[config.mk]
export PLATFORM = sky130hd
export DESIGN_NAME = mem_stage
export DESIGN_NICKNAME = d
export VERILOG_FILES = /design/src/rtl/mem_stage_pkg.sv /design/src/rtl/mem_wb_reg.sv /design/src/rtl/mem_stage.sv
export SDC_FILE = /design/constraint.sdc
export NUM_CORES = 1
export LEC_CHECK = 0
export BUFFER_PORTS_ARGS = -buffer_cell sky130_fd_sc_hd__buf_2
export CORE_AREA = 2 2 136 138
export CTS_BUF_LIST = sky130_fd_sc_hd__clkbuf_2 sky130_fd_sc_hd__clkbuf_4 sky130_fd_sc_hd__clkbuf_8
export CTS_CLUSTER_SIZE = 12
export DETAILED_ROUTE_END_ITERATION = 10
export DIE_AREA = 0 0 138 140
export GPL_ROUTABILITY_DRIVEN = 0
export GPL_TIMING_DRIVEN = 0
export HOLD_SLACK_MARGIN = 0.12
export RECOVER_POWER = 50
export SYNTH_ARGS = -nofsm -noshare
export SYNTH_HDL_FRONTEND = slang
export SYNTH_HIERARCHICAL = 1
export SYNTH_SLANG_ARGS = --single-unit
[constraint.sdc]
create_clock -name clk_i -period 2.1 [get_ports clk_i]
set_input_delay 0.315 -clock clk_i [delete_from_list [all_inputs] [get_ports clk_i]]
set_output_delay 0.315 -clock clk_i [all_outputs]
set_load 0.05 [all_outputs]
[src/rtl/mem_stage_pkg.sv]
// rtl/mem_stage_pkg.sv - shared types and constants for the MEM pipeline stage
package mem_stage_pkg;

  localparam int DATA_W = 32;
  localparam int REG_AW = 5;

  typedef enum logic {
    ST_IDLE = 1'b0,
    ST_WAIT = 1'b1
  } state_t;

  localparam logic BR_BEQ = 1'b0;
  localparam logic BR_BNE = 1'b1;

  // beq resolves on zero, bne on non-zero
  function automatic logic branch_taken(input logic branch,
                                        input logic br_type,
                                        input logic zero);
    logic cond;
    if (br_type == BR_BEQ)      cond = zero;
    else if (br_type == BR_BNE) cond = ~zero;
    else                        cond = 1'b0;
    return branch & cond;
  endfunction

endpackage

[src/rtl/mem_wb_reg.sv]
// rtl/mem_wb_reg.sv - MEM/WB pipeline register with bubble insertion
module mem_wb_reg
  import mem_stage_pkg::*;
(
  input  logic              clk_i,
  input  logic              rst_i,
  input  logic              bubble_i,
  input  logic              MemtoReg_i,
  input  logic              RegWrite_i,
  input  logic [DATA_W-1:0] ALU_result_i,
  input  logic [DATA_W-1:0] read_data_i,
  input  logic [REG_AW-1:0] Reg_addr_i,
  output logic              MemtoReg_o,
  output logic              RegWrite_o,
  output logic [DATA_W-1:0] ALU_result_o,
  output logic [DATA_W-1:0] read_data_o,
  output logic [REG_AW-1:0] Reg_addr_o
);

  // A bubble clears every field so WB sees a harmless no-op
  always_ff @(posedge clk_i) begin
    if (!rst_i || bubble_i) begin
      MemtoReg_o   <= 1'b0;
      RegWrite_o   <= 1'b0;
      ALU_result_o <= '0;
      read_data_o  <= '0;
      Reg_addr_o   <= '0;
    end else begin
      MemtoReg_o   <= MemtoReg_i;
      RegWrite_o   <= RegWrite_i;
      ALU_result_o <= ALU_result_i;
      read_data_o  <= read_data_i;
      Reg_addr_o   <= Reg_addr_i;
    end
  end

endmodule

[src/rtl/mem_stage.sv]
// rtl/mem_stage.sv - MEM stage: branch resolution, data-memory handshake, MEM/WB register
module mem_stage
  import mem_stage_pkg::*;
#(
  parameter int TIMEOUT = 16,
  parameter int CNT_W   = 5
) (
  input  logic              clk_i,
  input  logic              rst_i,
  input  logic              MemtoReg_i,
  input  logic              RegWrite_i,
  input  logic              MemRead_i,
  input  logic              MemWrite_i,
  input  logic              Branch_i,
  input  logic              BranchType_i,
  input  logic              Jump_i,
  input  logic              zero_i,
  input  logic [DATA_W-1:0] pc_jump_i,
  input  logic [DATA_W-1:0] pc_branch_i,
  input  logic [DATA_W-1:0] ALU_result_i,
  input  logic [DATA_W-1:0] write_data_i,
  input  logic [REG_AW-1:0] Reg_addr_i,
  output logic              dmem_req_o,
  output logic              dmem_we_o,
  output logic [DATA_W-1:0] dmem_addr_o,
  output logic [DATA_W-1:0] dmem_wdata_o,
  input  logic              dmem_ack_i,
  input  logic [DATA_W-1:0] dmem_rdata_i,
  output logic              stall_o,
  output logic              pc_redirect_o,
  output logic [DATA_W-1:0] pc_target_o,
  output logic              flush_o,
  output logic              MemtoReg_o,
  output logic              RegWrite_o,
  output logic [DATA_W-1:0] ALU_result_o,
  output logic [DATA_W-1:0] read_data_o,
  output logic [REG_AW-1:0] Reg_addr_o,
  output logic              err_o
);

  state_t           state_q, state_d;
  logic [CNT_W-1:0] cnt_q, cnt_d;
  logic             err_q;
  logic             access;
  logic             timeout_hit;
  logic             stall;
  logic             req;
  logic             redirect;
  logic             rd_ok;
  logic [DATA_W-1:0] wb_rdata;

  assign access      = MemRead_i | MemWrite_i;
  assign timeout_hit = (state_q == ST_WAIT) && !dmem_ack_i &&
                       (cnt_q == CNT_W'(TIMEOUT));

  always_comb begin
    state_d = state_q;
    cnt_d   = cnt_q;
    stall   = 1'b0;
    req     = 1'b0;
    case (state_q)
      ST_IDLE: begin
        req = access;
        if (access && !dmem_ack_i) begin
          stall   = 1'b1;
          state_d = ST_WAIT;
          cnt_d   = CNT_W'(1);
        end
      end
      ST_WAIT: begin
        req = 1'b1;
        if (dmem_ack_i || timeout_hit) begin
          state_d = ST_IDLE;
          cnt_d   = '0;
        end else begin
          stall = 1'b1;
          cnt_d = cnt_q + CNT_W'(1);
        end
      end
      default: state_d = ST_IDLE;
    endcase
  end

  always_ff @(posedge clk_i) begin
    if (!rst_i) begin
      state_q <= ST_IDLE;
      cnt_q   <= '0;
      err_q   <= 1'b0;
    end else begin
      state_q <= state_d;
      cnt_q   <= cnt_d;
      if (timeout_hit) err_q <= 1'b1;
    end
  end

  // Gating with reset lets an abandoned access drop its request immediately
  assign dmem_req_o   = rst_i & req;
  assign stall_o      = rst_i & stall;
  assign dmem_we_o    = MemWrite_i;
  assign dmem_addr_o  = ALU_result_i;
  assign dmem_wdata_o = write_data_i;
  assign err_o        = err_q;

  assign redirect      = rst_i & ~stall &
                         (Jump_i | branch_taken(Branch_i, BranchType_i, zero_i));
  assign pc_redirect_o = redirect;
  assign flush_o       = redirect;
  assign pc_target_o   = !redirect ? '0 : (Jump_i ? pc_jump_i : pc_branch_i);

  // Timeout completes with ack low, so it naturally yields zero read data
  assign rd_ok    = MemRead_i & ~MemWrite_i & dmem_ack_i;
  assign wb_rdata = rd_ok ? dmem_rdata_i : '0;

  mem_wb_reg u_mem_wb_reg (
    .clk_i        (clk_i),
    .rst_i        (rst_i),
    .bubble_i     (stall),
    .MemtoReg_i   (MemtoReg_i),
    .RegWrite_i   (RegWrite_i),
    .ALU_result_i (ALU_result_i),
    .read_data_i  (wb_rdata),
    .Reg_addr_i   (Reg_addr_i),
    .MemtoReg_o   (MemtoReg_o),
    .RegWrite_o   (RegWrite_o),
    .ALU_result_o (ALU_result_o),
    .read_data_o  (read_data_o),
    .Reg_addr_o   (Reg_addr_o)
  );

endmodule

==> impl_metrics.env <==
export IMPL_worst_pin_slew_ns=0.644
export IMPL_insertion_delay_ns=0.34
export IMPL_detail_route_antenna_nets=0
export IMPL_synth_seq_cells=78
export IMPL_port_buffers=315
export IMPL_die_h_um=140
export IMPL_period_share=1.12
export IMPL_final_setup_skew_ns=0.00737
export IMPL_peakVddDrop_mv=0.348
export IMPL_syn_area_um2=4110
export IMPL_setup_tns_final_ns=-4.80
export IMPL_leakagePower_uw=0.00324
export IMPL_area_growth_pct=65.0
export IMPL_wirelength_mm=13.9
export IMPL_grt_max_degree=16
export IMPL_grt_pass1_wl_mm=20.6
export IMPL_crit_top_cell="buf_6"
export IMPL_grt_pass1_vias=3708
export IMPL_synth_top_area_cell="dfxtp_1"
export IMPL_netlist_instances=383
export IMPL_initial_core_util=0.231
export IMPL_drtIter0Drc=75
export IMPL_die_area_um2=19300
export IMPL_num_rows=49
export IMPL_coreArea_um2=17800
export IMPL_synth_edf_count=0
export IMPL_syn_area_per_cell_um2=10.7
export IMPL_cpMaxStageDelayCell="dfxtp_4"
export IMPL_vias=3891
export IMPL_critPathMaxFanout=7
export IMPL_post_synth_top_area_fraction=0.380
export IMPL_final_max_slew_viol_count=0
export IMPL_layout_common_cells="183 x buf_2, 111 x clkbuf_1, 77 x buf_4"
export IMPL_cts_tree="yes"
export IMPL_clock_sinks=78
export IMPL_cp_data_required_time_ns=1.78
export IMPL_fin_hold_ws_ns=0.228
export IMPL_total_power_uw=4290
export IMPL_diodes=0
export IMPL_path_cells="inv_4, ha_4, nor4bb_4, o22ai_4, buf_12, buf_6, nor4_4, buf_6"
export IMPL_synth_async_reset_ratio=0
export IMPL_final_common_cell="buf_2"
export IMPL_routedWlPerCell_um=14.5
export IMPL_die_x_um=138
export IMPL_path_delay_family="buffers and inverters"
export IMPL_dr_pass1_iters=4
export IMPL_clk_pin_slew_ns=0.09
export IMPL_max_stage_delay_ns=0.37
export IMPL_fillers=1869
export IMPL_clockBufferDepth=2
export IMPL_numCtsBuffers=9
export IMPL_num_io_pins=349
export IMPL_period_minus_slack_ns=2.35
export IMPL_start_kind="flop"
export IMPL_cap_violations=0
export IMPL_nets=900
export IMPL_cts_root_buf="clkbuf_8"
export IMPL_critPathKind="reg2out"
export IMPL_slew_headroom=0.573
export IMPL_remaining_drc_errors=0
export IMPL_power_density_nw_per_um2=632
export IMPL_cp_end_kind="output port"
export IMPL_synthesis_nets=561
export IMPL_grt_ovfl_total=0
export IMPL_dp_cells=927
export IMPL_setup_violations=34
export IMPL_dpl_hpwl_mm=11.4
export IMPL_yosys_warnings=6
export IMPL_setup_ws_ns=-0.246
export IMPL_min_path_type="in2reg"
export IMPL_violations="negative setup slack"
export IMPL_path_buf_inv=4
export IMPL_rsz0062_at_grt="true"
export IMPL_hold_viol_final=0
export IMPL_drive_gt1_frac=0.618
export IMPL_synth_distinct_cells=39
export IMPL_yosysSeqAreaShare=0.380
export IMPL_yosys_most_used_dff="dfxtp_1"
export IMPL_antenna_found_initial=0
export IMPL_status="finished, violations left"
export IMPL_synth_top_cells_by_area="dfxtp_1 38%, and3b_2 17%, buf_4 12%"
export IMPL_drt_vias_per_instance=4.07
export IMPL_final_cells=956
export IMPL_h_tree_depth=3
export IMPL_arrival_ns=2.03
export IMPL_fmax_ghz=0.426
export IMPL_grt_usage=0.135
worst register-to-register path: cells and delay by family, from the launching register on:
kind,cells,cell delay [ns]
buffers and inverters,4,0.59
DFF,1,0.44
and+or+nand+nor,2,0.43
AOI/OAI and AO/OA,1,0.36
final cells by class:
class                      instances  area, um2  area share
timing repair buffer             329       1790       0.264
clock inverter                     7       81.3      0.0120
clock buffer                       9        124      0.0183
sequential                        78       1570       0.231
buffer                            96        684       0.101
multi-input combinational        204       2230       0.329
tap                              229        287      0.0422
inverter                           4       17.5     0.00258
what timing repair did:
action                     in CTS  in global routing
pin swaps                       5                  2
hold buffers                    0                  0
resized for setup              62                 53
setup buffers                   8                  7
setup endpoints to repair     106                105
metal layers:
metal	track usage	share of wire	vias up
met5	0	0	-
met4	0.0440	0.014	0
met3	0.0345	0.078	10
met2	0.251	0.52	218
met1	0.150	0.39	1719
li1	-	-	1944
cells in the mapped netlist, types with 2 or more instances:
| cell | count |
|---|---|
| and3_1 | 2 |
| a21oi_1 | 2 |
| nor4_1 | 4 |
| nor3b_1 | 2 |
| nor3_1 | 4 |
| nor4_2 | 28 |
| buf_6 | 3 |
| mux2i_1 | 32 |
| dfxtp_1 | 78 |
| clkbuf_2 | 7 |
| buf_4 | 67 |
| buf_2 | 12 |
| and2_1 | 32 |
| nand3_1 | 3 |
| ha_1 | 2 |
| inv_1 | 3 |
| nor2_1 | 3 |
| clkbuf_1 | 7 |
| and3b_2 | 71 |
| nand2_1 | 2 |
report_power, final:
part	internal, uW	total, uW	switching, uW
clock	566	1180	616
combinational	543	1550	1010
sequential	1540	1560	20.1
flip-flops by register name, summed over array words and instances (netlist names):
| name | count |
|---|---|
| u_mem_wb_reg/MemtoReg_o | 1 |
| u_mem_wb_reg/Reg_addr_o | 5 |
| state_q | 1 |
| cnt_q | 5 |
| u_mem_wb_reg/ALU_result_o | 32 |
| err_o | 1 |
| u_mem_wb_reg/read_data_o | 32 |
| u_mem_wb_reg/RegWrite_o | 1 |
cell families (layout without fill, tap and decap cells):
kind of cell,count (synthesis),after routing,synth area share
fa+ha+maj,2,2,0.00608
flops,78,78,0.380
mux,32,32,0.0779
compound gates,13,13,0.0283
buf+inv,101,445,0.165
xor+xnor,1,1,0.00213
simple gates,156,156,0.341
worst paths after layout:
check,startpoint,to,slack (ns),cells past startpoint
setup / recovery,cnt_q[0]$_SDFFE_PN0P_,pc_target_o[25],-0.25,8
hold / removal,Reg_addr_i[3],u_mem_wb_reg/Reg_addr_o[3]$_SDFF_PP0_,0.23,2
hold reg to reg,cnt_q[4]$_SDFFE_PN0P_,cnt_q[4]$_SDFFE_PN0P_,0.50,1
setup reg to reg,state_q$_SDFF_PN0_,u_mem_wb_reg/read_data_o[28]$_SDFF_PP0_,0.18,7
through the flow:
stage               area (um2)   util  worst slack (ns)
floorplan                 4400      -            -0.186
global placement          6260  0.352            -0.418
detailed placement        6260  0.352            -0.450
CTS                       6730  0.378            -0.297
global route              6780  0.382            -0.351
finish                    6780  0.382            -0.246
(Power assumes the default switching activity.)
